[src/rtl/chroma_pkg.sv]
// Shared constants and types for the chroma-key compositor.
package chroma_pkg;

    localparam logic [24:0] THRESH_DEFAULT = 25'h0143DA;

    typedef enum logic [1:0] {
        PASS    = 2'd0,
        BLACK   = 2'd1,
        CHECKER = 2'd2,
        SOLID   = 2'd3
    } mode_t;

    typedef struct packed {
        logic [7:0] r;
        logic [7:0] g;
        logic [7:0] b;
    } rgb_t;

endpackage

[src/rtl/bg_pattern_gen.sv]
// Scrolling checkerboard background: position counters registered with S1,
// chosen checker colour registered with S2 of the compositor pipeline.
module bg_pattern_gen #(
    parameter int          CELL_LOG2   = 4,
    parameter int          SCROLL_STEP = 1,
    parameter logic [23:0] BG_A        = 24'h2040C0,
    parameter logic [23:0] BG_B        = 24'hE0E0E0
) (
    input  logic        clk,
    input  logic        rst,
    input  logic        in_valid,
    input  logic        in_sof,
    input  logic        in_eol,
    output logic [23:0] bg_color
);

    localparam int OFF_W = CELL_LOG2 + 1;

    logic [11:0]      x_cnt_q, x_cnt_d, y_cnt_q, y_cnt_d;
    logic [11:0]      x_pix, y_pix;
    logic [OFF_W-1:0] off_q, off_d;
    logic [OFF_W-1:0] x_lo_q, x_lo_d, off_s1_q, off_s1_d;
    logic             ybit_q, ybit_d;
    logic [OFF_W-1:0] xs;
    logic             sel;
    logic [23:0]      bg_q, bg_d;

    always_comb begin
        x_pix    = x_cnt_q;
        y_pix    = y_cnt_q;
        x_cnt_d  = x_cnt_q;
        y_cnt_d  = y_cnt_q;
        off_d    = off_q;
        if (in_valid && in_sof) begin
            x_pix = '0;
            y_pix = '0;
            off_d = off_q + OFF_W'(SCROLL_STEP);
        end
        if (in_valid) begin
            x_cnt_d = in_eol ? 12'd0 : x_pix + 12'd1;
            // sof wins over eol so a one-pixel first line still leaves y at 0
            y_cnt_d = in_sof ? 12'd0 : (in_eol ? y_pix + 12'd1 : y_pix);
        end
        // Only the low OFF_W bits of x matter: the offset wraps at 2^OFF_W.
        x_lo_d   = x_pix[OFF_W-1:0];
        ybit_d   = y_pix[CELL_LOG2];
        off_s1_d = off_d;

        xs   = x_lo_q + off_s1_q;
        sel  = ((xs >> CELL_LOG2) != '0) ^ ybit_q;
        bg_d = sel ? BG_B : BG_A;
    end

    always_ff @(posedge clk) begin
        if (rst) begin
            x_cnt_q  <= '0;
            y_cnt_q  <= '0;
            off_q    <= '0;
            x_lo_q   <= '0;
            off_s1_q <= '0;
            ybit_q   <= 1'b0;
            bg_q     <= '0;
        end else begin
            x_cnt_q  <= x_cnt_d;
            y_cnt_q  <= y_cnt_d;
            off_q    <= off_d;
            x_lo_q   <= x_lo_d;
            off_s1_q <= off_s1_d;
            ybit_q   <= ybit_d;
            bg_q     <= bg_d;
        end
    end

    assign bg_color = bg_q;

endmodule

[src/rtl/chroma_compose.sv]
// Three-stage chroma-key compositor: green detection, background substitution
// and a per-frame keyed-pixel count. No backpressure; one pixel per clock.
module chroma_compose
    import chroma_pkg::*;
#(
    parameter logic [24:0] THRESH      = THRESH_DEFAULT,
    parameter int          CELL_LOG2   = 4,
    parameter int          SCROLL_STEP = 1,
    parameter logic [23:0] BG_A        = 24'h2040C0,
    parameter logic [23:0] BG_B        = 24'hE0E0E0,
    parameter int          CNT_W       = 22
) (
    input  logic             clk,
    input  logic             rst,
    input  logic [1:0]       mode,
    input  logic             in_valid,
    input  logic             in_sof,
    input  logic             in_eol,
    input  logic [7:0]       in_r,
    input  logic [7:0]       in_g,
    input  logic [7:0]       in_b,
    output logic             out_valid,
    output logic             out_sof,
    output logic             out_eol,
    output logic [7:0]       out_r,
    output logic [7:0]       out_g,
    output logic [7:0]       out_b,
    output logic             out_key,
    output logic [CNT_W-1:0] key_count,
    output logic             count_valid
);

    localparam logic signed [24:0] THRESH_S = THRESH;

    logic              v1_q, v1_d, sof1_q, sof1_d, eol1_q, eol1_d;
    rgb_t              pix1_q, pix1_d;
    logic signed [8:0] dr1_q, dr1_d, db1_q, db1_d;
    mode_t             mode1_q, mode1_d, mode_lat_q, mode_lat_d;

    logic               v2_q, v2_d, sof2_q, sof2_d, eol2_q, eol2_d;
    logic               dr_pos2_q, dr_pos2_d;
    rgb_t               pix2_q, pix2_d;
    logic signed [16:0] p1_q, p1_d;
    logic signed [8:0]  db2_q, db2_d;
    logic signed [8:0]  g1_s;
    mode_t              mode2_q, mode2_d;
    logic [23:0]        bg_color;

    logic signed [24:0] green;
    logic               keyed, key;
    logic               out_valid_q, out_valid_d, out_sof_q, out_sof_d;
    logic               out_eol_q, out_eol_d, out_key_q, out_key_d;
    rgb_t               out_rgb_q, out_rgb_d;
    logic [CNT_W-1:0]   acc_q, acc_d, key_count_q, key_count_d;
    logic               count_valid_q, count_valid_d;

    bg_pattern_gen #(
        .CELL_LOG2  (CELL_LOG2),
        .SCROLL_STEP(SCROLL_STEP),
        .BG_A       (BG_A),
        .BG_B       (BG_B)
    ) u_bg (
        .clk     (clk),
        .rst     (rst),
        .in_valid(in_valid),
        .in_sof  (in_sof),
        .in_eol  (in_eol),
        .bg_color(bg_color)
    );

    always_comb begin
        // The sof pixel already uses the newly sampled mode.
        mode_lat_d = (in_valid && in_sof) ? mode_t'(mode) : mode_lat_q;
        v1_d       = in_valid;
        sof1_d     = in_valid && in_sof;
        eol1_d     = in_valid && in_eol;
        pix1_d     = '{r: in_r, g: in_g, b: in_b};
        dr1_d      = $signed({1'b0, in_g}) - $signed({1'b0, in_r});
        db1_d      = $signed({1'b0, in_g}) - $signed({1'b0, in_b});
        mode1_d    = mode_lat_d;

        g1_s       = $signed({1'b0, pix1_q.g});
        v2_d       = v1_q;
        sof2_d     = sof1_q;
        eol2_d     = eol1_q;
        pix2_d     = pix1_q;
        p1_d       = 17'(g1_s) * 17'(dr1_q);
        dr_pos2_d  = dr1_q > 9'sd0;
        db2_d      = db1_q;
        mode2_d    = mode1_q;

        // Sign gate keeps two negative differences from looking green.
        green = 25'(p1_q) * 25'(db2_q);
        keyed = dr_pos2_q && (db2_q > 9'sd0) && (green > THRESH_S);
        key   = v2_q && keyed && (mode2_q != PASS);

        out_valid_d = v2_q;
        out_sof_d   = sof2_q;
        out_eol_d   = eol2_q;
        out_key_d   = key;
        out_rgb_d   = pix2_q;
        if (key) begin
            case (mode2_q)
                BLACK:   out_rgb_d = '0;
                CHECKER: out_rgb_d = bg_color;
                SOLID:   out_rgb_d = BG_A;
                default: out_rgb_d = pix2_q;
            endcase
        end

        acc_d         = acc_q;
        key_count_d   = key_count_q;
        count_valid_d = 1'b0;
        if (v2_q) begin
            if (sof2_q) begin
                key_count_d   = acc_q;
                count_valid_d = 1'b1;
                acc_d         = CNT_W'(key);
            end else if (key && (acc_q != '1)) begin
                acc_d = acc_q + CNT_W'(1);
            end
        end
    end

    always_ff @(posedge clk) begin
        if (rst) begin
            mode_lat_q    <= PASS;
            v1_q          <= 1'b0;
            sof1_q        <= 1'b0;
            eol1_q        <= 1'b0;
            pix1_q        <= '0;
            dr1_q         <= '0;
            db1_q         <= '0;
            mode1_q       <= PASS;
            v2_q          <= 1'b0;
            sof2_q        <= 1'b0;
            eol2_q        <= 1'b0;
            pix2_q        <= '0;
            p1_q          <= '0;
            dr_pos2_q     <= 1'b0;
            db2_q         <= '0;
            mode2_q       <= PASS;
            out_valid_q   <= 1'b0;
            out_sof_q     <= 1'b0;
            out_eol_q     <= 1'b0;
            out_key_q     <= 1'b0;
            out_rgb_q     <= '0;
            acc_q         <= '0;
            key_count_q   <= '0;
            count_valid_q <= 1'b0;
        end else begin
            mode_lat_q    <= mode_lat_d;
            v1_q          <= v1_d;
            sof1_q        <= sof1_d;
            eol1_q        <= eol1_d;
            pix1_q        <= pix1_d;
            dr1_q         <= dr1_d;
            db1_q         <= db1_d;
            mode1_q       <= mode1_d;
            v2_q          <= v2_d;
            sof2_q        <= sof2_d;
            eol2_q        <= eol2_d;
            pix2_q        <= pix2_d;
            p1_q          <= p1_d;
            dr_pos2_q     <= dr_pos2_d;
            db2_q         <= db2_d;
            mode2_q       <= mode2_d;
            out_valid_q   <= out_valid_d;
            out_sof_q     <= out_sof_d;
            out_eol_q     <= out_eol_d;
            out_key_q     <= out_key_d;
            out_rgb_q     <= out_rgb_d;
            acc_q         <= acc_d;
            key_count_q   <= key_count_d;
            count_valid_q <= count_valid_d;
        end
    end

    assign out_valid   = out_valid_q;
    assign out_sof     = out_sof_q;
    assign out_eol     = out_eol_q;
    assign out_r       = out_rgb_q.r;
    assign out_g       = out_rgb_q.g;
    assign out_b       = out_rgb_q.b;
    assign out_key     = out_key_q;
    assign key_count   = key_count_q;
    assign count_valid = count_valid_q;

endmodule

[config.mk]
export PLATFORM = sky130hd
export DESIGN_NAME = chroma_compose
export DESIGN_NICKNAME = d
export VERILOG_FILES = /design/src/rtl/chroma_pkg.sv /design/src/rtl/bg_pattern_gen.sv /design/src/rtl/chroma_compose.sv
export SDC_FILE = /design/constraint.sdc
export NUM_CORES = 1
export LEC_CHECK = 0
export BUFFER_PORTS_ARGS = -buffer_cell sky130_fd_sc_hd__clkbuf_2
export CAP_MARGIN = 25
export CORE_UTILIZATION = 55
export CTS_CLUSTER_SIZE = 8
export DETAILED_ROUTE_END_ITERATION = 7
export GPL_TIMING_DRIVEN = 0
export PLACE_DENSITY = 0.76
export SYNTH_ARGS = -nofsm -noshare
export SYNTH_HDL_FRONTEND = slang
export SYNTH_HIERARCHICAL = 1
export SYNTH_SLANG_ARGS = --single-unit
export TNS_END_PERCENT = 100
[constraint.sdc]
create_clock -name clk -period 5.7 [get_ports clk]
set_clock_uncertainty 0.15 [all_clocks]
set_input_delay 1.71 -clock clk [delete_from_list [all_inputs] [get_ports clk]]
set_output_delay 1.71 -clock clk [all_outputs]
set_load 0.03 [all_outputs]
==> results of run 1 <==
## cells in the final DEF (no fill, tap or decap), types with 7 or more instances in the layout
master	count
nor2b_1	82
fa_2	8
o21a_1	8
nor2_1	83
o31a_1	7
o211ai_1	8
inv_2	9
clkbuf_16	23
ha_1	102
o21ai_0	20
a21o_1	17
xor2_1	17
nand3_1	40
nand2_2	9
nand4_1	12
inv_1	166
and3_1	12
buf_4	65
conb_1	15
nand2b_1	15
dfxtp_1	178
fa_1	160
xnor2_1	39
dfxtp_4	8
a21oi_1	61
and2_1	110
nor3_1	7
clkbuf_1	27
dfxtp_2	13
a21oi_2	18
clkbuf_2	81
buf_6	14
nand2_1	183
ha_4	16
## state kept, by name (all words and copies together) (netlist names), 9 cells and up
register,flops
db1_q,9
pix1_q,16
dr1_q,9
pix2_q,24
key_count,22
p1_q,17
db2_q,9
acc_q,22
## final cells by class
type | instances | area share
Multi-Input combinational cell | 1176 | 0.5946
Sequential cell | 199 | 0.2263
Clock inverter | 14 | 0.01075
Inverter | 175 | 0.03688
Clock buffer | 18 | 0.02466
Buffer | 74 | 0.03260
Timing Repair Buffer | 137 | 0.05072
Tap cell | 335 | 0.02353
## per-layer routing
metal | global-route usage | vias to the layer above | part of all wire
li1 | - | 5482 | -
met3 | 0.04278 | 36 | 0.046
met2 | 0.4372 | 308 | 0.49
met1 | 0.3364 | 5578 | 0.45
met4 | 0.05717 | 0 | 0.012
met5 | 0 | - | 0
## worst reg2reg max path, stage by stage (launching register included)
cell       delay [ps]
dfxtp_4           380
buf_8             130
buf_4             150
and2_1            150
fa_1              550
fa_1              450
fa_1              520
fa_1              490
ha_1              310
ha_2              380
a21oi_4           210
o21ai_2           110
or3_4             360
o21ai_2           180
xnor2_2           120
a2111oi_4         280
buf_4             200
nand3_4           140
a21oi_4           320
buf_6             170
nor3_2             40
o221a_2           240
## kinds of logic after synthesis
group / Yosys count / synth area share
other cells: 1 / 0.0002511
compound gates: 198 / 0.08444
flops: 199 / 0.2667
fa+ha+maj: 291 / 0.3282
mux: 5 / 0.003518
buf+inv: 270 / 0.07556
xor+xnor: 59 / 0.03460
simple gates: 608 / 0.2067
## through the flow
| step | hold slack [ps] | utilization | setup TNS, ps | total power [uW] | setup slack (ps) |
|---|---|---|---|---|---|
| after floorplan | 263.7 | - | -34.03 | 2540 | -26.46 |
| after global placement | 268.3 | 0.6100 | -37130 | 2804 | -980.8 |
| after detailed placement | 272.7 | 0.6100 | -40520 | 2835 | -1061 |
| after CTS | 286.4 | 0.6576 | -15310 | 4152 | -417.6 |
| after global routing | 305.5 | 0.6758 | -24490 | 4545 | -591.1 |
| final | 288.3 | 0.6758 | -15840 | 4278 | -424.2 |
## power by group through the flow
stage	clock [uW]	combinational (uW)	sequential [uW]
after floorplan	0	986	1550
after global placement	0	1220	1580
after detailed placement	0	1250	1590
after CTS	1250	1350	1560
after global routing	1320	1630	1600
final	1240	1450	1590
## worst paths after layout
check	start	end	slack [ps]	cells after the start
worst max-delay path	db2_q[4]$_SDFF_PP0_	acc_q[20]$_SDFFE_PP0P_	-420	21
worst min-delay path	db1_q[2]$_SDFF_PP0_	db2_q[2]$_SDFF_PP0_	290	1
worst max register to register	db2_q[4]$_SDFF_PP0_	acc_q[20]$_SDFFE_PP0P_	-420	21
worst min register to register	db1_q[2]$_SDFF_PP0_	db2_q[2]$_SDFF_PP0_	290	1
## what timing repair did
item,CTS,global route
resized for setup,90,98
setup buffers,32,22
pin swaps,43,52
setup endpoints to repair,48,49
endpoints found under the hold margin,0,0
cloned,2,3
==> impl_metrics.ini, run 1 <==
[status]
status = finished, violations left
failed_checks = setup timing

[placement]
placedInstanceArea_um2 = 16080
dp_hpwl_mm = 25.47
port_buffers = 81
place_congestion = 0.9043
placedCellCount = 2061

[die]
num_io_pins = 82
die_w_um = 166.8
core_um2 = 26350
start_util = 0.5668
num_rows = 59
dieArea_um2 = 27820
chipHeight_um = 166.8

[pwr]
leakagePower_uw = 0.008366
p_comb_frac = 0.339
p_clk_frac = 0.289
pwr-share-seq = 0.372
p_sw_frac = 0.3566
p_int_uw = 2752
p_per_area_nw_per_um2 = 240.2
switchingPower_uw = 1525
ir_worst_vdd_mv = 0.1933

[timing]
fin_crit_sh = 1.074
drv_slew = 0
worst_slack_ps = -424.2
layout_min_cycle_time_ps = 6124
final_hold_viol_count = 0
setup_viol = 47
fmax_mhz = 163.3
max_slew_margin = 0.4260
rsz0062_at_grt = true
worstMarginPinSlew_ps = 855.8

[route]
vias = 11400
dr.pass1.iters = 8
final_antenna_net_count = 0
first_iter_violations = 832
wl_per_cell_um = 16.07
vias_per_cell = 5.359
drc = 0
routed_wirelength_mm = 34.21

[synthesis]
synthCells = 1631
yosys_most_used_dff = dfxtp_1
yosysMostFrequentCell = dfxtp_1
synth.largest_area_cell = dfxtp_1
async_flop_share = 0
synth_top_cells_by_area = dfxtp_1, fa_1, ha_1, nand2_1, and2_1
synth_edf_count = 0
ys_types = 69
syn-cell-area_um2 = 14940
ys_warn_count = 6
ys_seq_area_frac = 0.2667
avgSynthCellArea_um2 = 9.158
ys_ff_latch = 199
yosys-top-cells-count = dfxtp_1, nand2_1, inv_1
synth_top_area_share = 0.2667

[grt]
grt_usage = 0.2545
antenna_found_initial = 1
overflow = 0
grt_pass1_wl_mm = 57.25
grt_pass1_vias = 11840
grt_max_degree = 23

[clock_tree]
clk_path_buf_depth = 2
cts_tree = yes
cts_root_buf = clkbuf_16
cts_buffers = 17
cts_max_level = 4
clk_latency_ps = 440
clock-sinks = 199
clkTransAtPathRegs_ps = 80
hold_buffers = 0

[critical_path]
critPathRequiredTime_ps = 5880
startpoint_type = flop
crit_fanout = 8
crit_arrival_ps = 6300
slowest_stage = fa_1
critPathKind = reg -> reg
critPathMostFrequentCell = fa_1
cp-end-kind = flop
path_cells = buf_8, buf_4, and2_1, fa_1, fa_1, fa_1, fa_1, ha_1, ha_2, a21oi_4, o21ai_2, or3_4, o21ai_2, xnor2_2, a2111oi_4, buf_4, nand3_4, a21oi_4, buf_6, nor3_2, o221a_2
worst-path-buf-inv = 4
cpPeakStageDelay_ps = 550
crit_family = adder cells

[finish]
final-seq-area_um2 = 4030
drive_above_1_share = 0.2019
diodes = 0
final_nets = 2102
multi_input_area_um2 = 10590
instances_no_fill = 2128
area_growth_pct = 19.24
stdcell_area_um2 = 17810
fill_cells = 1988

[hold_path]
hold_class = reg -> reg

[run]
max_cap_violations = 0
Note: power is estimated with default switching activity, not from simulation.
==> inputs of run 2 (changes only) <==
Settings changed: MAX_ROUTING_LAYER set to met4, SLEW_MARGIN set to 0.
==> run 2 against run 1 <==
Against the previous run:
- the flow still finishes with violations (setup timing)
- power is 0.77% lower
- register-to-register slack better by 20 ps
- first-iteration DRC count is 1.3% lower
- fmax is 0.40% higher
- sequential power hardly changed
- utilization hardly changed
- non-clock buffer count is 16 higher
- flip-flop and latch count stayed put
- setup slack better by 24 ps
==> impl_metrics.ini, run 2 (synthesis results as in run 1) <==
[status]
status = finished, violations left
failed_checks = setup timing

[finish]
finish.utilization = 0.6755
largest-register = pix2_q
stdcell_area_um2 = 17800
final-seq-area_um2 = 4033
area_growth_pct = 19.17
most-common-layout-cells = nand2_1, dfxtp_1, inv_1, fa_1, and2_1
fill_cells = 2003
largest_reg_flops = 24
drive_above_1_share = 0.1973
layout_commonest_cell = nand2_1
multi_input_area_um2 = 10490
diodes = 0
final_nets = 2118

[critical_path]
startpoint_type = flop
crit_arrival_ps = 6280
cp-end-kind = flop
critPathMostFrequentCell = fa_1
cpPeakStageDelay_ps = 570
critPathRequiredTime_ps = 5880
path_cells = nand2_1, fa_1, inv_1, fa_1, fa_1, fa_1, ha_4, ha_4, a2111oi_4, o21ai_2, a31oi_4, o21ai_2, mux2_4, a2111oi_4, buf_4, nand3_4, a21oi_4, buf_6, nor3_2, o221a_2
r2r_end = acc_q[20]$_SDFFE_PP0P_
crit-reg2reg-launch = p1_q[9]$_SDFF_PP0_
reg2reg_depth = 20
crit_fanout = 9
critPathKind = reg -> reg
slowest_stage = fa_1
rrSetupSlack_ps = -400

[timing]
fin_crit_sh = 1.070
fmax_mhz = 163.9
whs_ps = 286.5
layout_min_cycle_time_ps = 6100
worst_slack_ps = -400.0
setup_viol = 47
drv_slew = 0
max_slew_margin = 0.5166
final_hold_viol_count = 0
worstMarginPinSlew_ps = 720.7
rsz0062_at_grt = true

[die]
chipHeight_um = 166.8
dieArea_um2 = 27820
num_rows = 59
die_w_um = 166.8
core_um2 = 26350
num_io_pins = 82
start_util = 0.5668

[placement]
place_congestion = 0.8994
dp_hpwl_mm = 25.93
placedInstanceArea_um2 = 16080
port_buffers = 81
pre_cts_ws_ps = -1076

[clock_tree]
clock-sinks = 199
clk_path_buf_depth = 2
cts_buffers = 17
clk_latency_ps = 440
cts_max_level = 4
cts_tree = yes
clkTransAtPathRegs_ps = 80
hold_buffers = 0
cts_root_buf = clkbuf_16

[hold_path]
min_from = eol1_q$_SDFF_PP0_
holdPathStages = 1
hold_path_end = eol2_q$_SDFF_PP0_
hold_class = reg -> reg

[grt]
overflow = 0
grt_pass1_wl_mm = 57.49
grt_usage = 0.2654
grt_max_degree = 23
antenna_found_initial = 0
grt_pass1_vias = 11980

[route]
wl_per_cell_um = 16.16
drc = 0
final_antenna_net_count = 0
vias_per_cell = 5.381
vias = 11540
dr.pass1.iters = 5
first_iter_violations = 821
routed_wirelength_mm = 34.64

[pwr]
total_power_uw = 4245
p_per_area_nw_per_um2 = 238.5
ir_worst_vdd_mv = 0.1814
leakagePower_uw = 0.008397

[run]
max_cap_violations = 0
[run 2: critical path, delay by kind of cell (launching register included)]
family                     cells  cell delay (ps)
buffers and inverters          3              420
DFF                            1              560
muxes                          1              320
adders and majority gates      6             2600
and+or+nand+nor                3              320
AOI/OAI and AO/OA              7             1610
[run 2: routing by layer]
layer  share of wire  vias up  track usage
met5               0        -            -
met4           0.025        0      0.09622
met3           0.050       62      0.03897
met2            0.49      333       0.4372
met1            0.44     5617       0.3326
li1                -     5524            -
[run 2: worst max path at each step]
| stage | from | to | slack, ps |
|---|---|---|---|
| after floorplan | db2_q[0]$_SDFF_PP0_ | acc_q[20]$_SDFFE_PP0P_ | -30 |
| after global placement | db2_q[3]$_SDFF_PP0_ | out_b[5]$_SDFF_PP0_ | -990 |
| after detailed placement | db2_q[3]$_SDFF_PP0_ | out_b[5]$_SDFF_PP0_ | -1080 |
| after CTS | db2_q[0]$_SDFF_PP0_ | acc_q[20]$_SDFFE_PP0P_ | -380 |
| after global routing | db2_q[0]$_SDFF_PP0_ | acc_q[3]$_SDFFE_PP0P_ | -570 |
| final | p1_q[9]$_SDFF_PP0_ | acc_q[20]$_SDFFE_PP0P_ | -400 |
[run 2: repair_timing]
| item | 4_1_cts | 5_1_grt |
|---|---|---|
| buffers inserted | 33 | 18 |
| pin swaps | 38 | 37 |
| resized for setup | 97 | 74 |
| gates cloned | 3 | 5 |
| setup endpoints to repair | 48 | 49 |
| endpoints found under the hold margin | 0 | 0 |
[run 2: where the power goes]
group	internal, uW	switching [uW]
clock	603	618
sequential	1460	109
combinational	664	786
total	2730	1510
[run 2: final cells by class]
class | count | area share
Buffer | 87 | 0.03669
Clock buffer | 18 | 0.02411
Tap cell | 335 | 0.02355
Sequential cell | 199 | 0.2265
Multi-Input combinational cell | 1176 | 0.5890
Inverter | 175 | 0.03690
Clock inverter | 14 | 0.01054
Timing Repair Buffer | 140 | 0.05265
[run 2: metrics by stage]
stage	cells	TNS [ps]
6_report	2144	-14600
2_1_floorplan	1645	-34.03
4_1_cts	2125	-13410
3_3_place_gp	2061	-37780
3_5_place_dp	2061	-41480
5_1_grt	2144	-22760
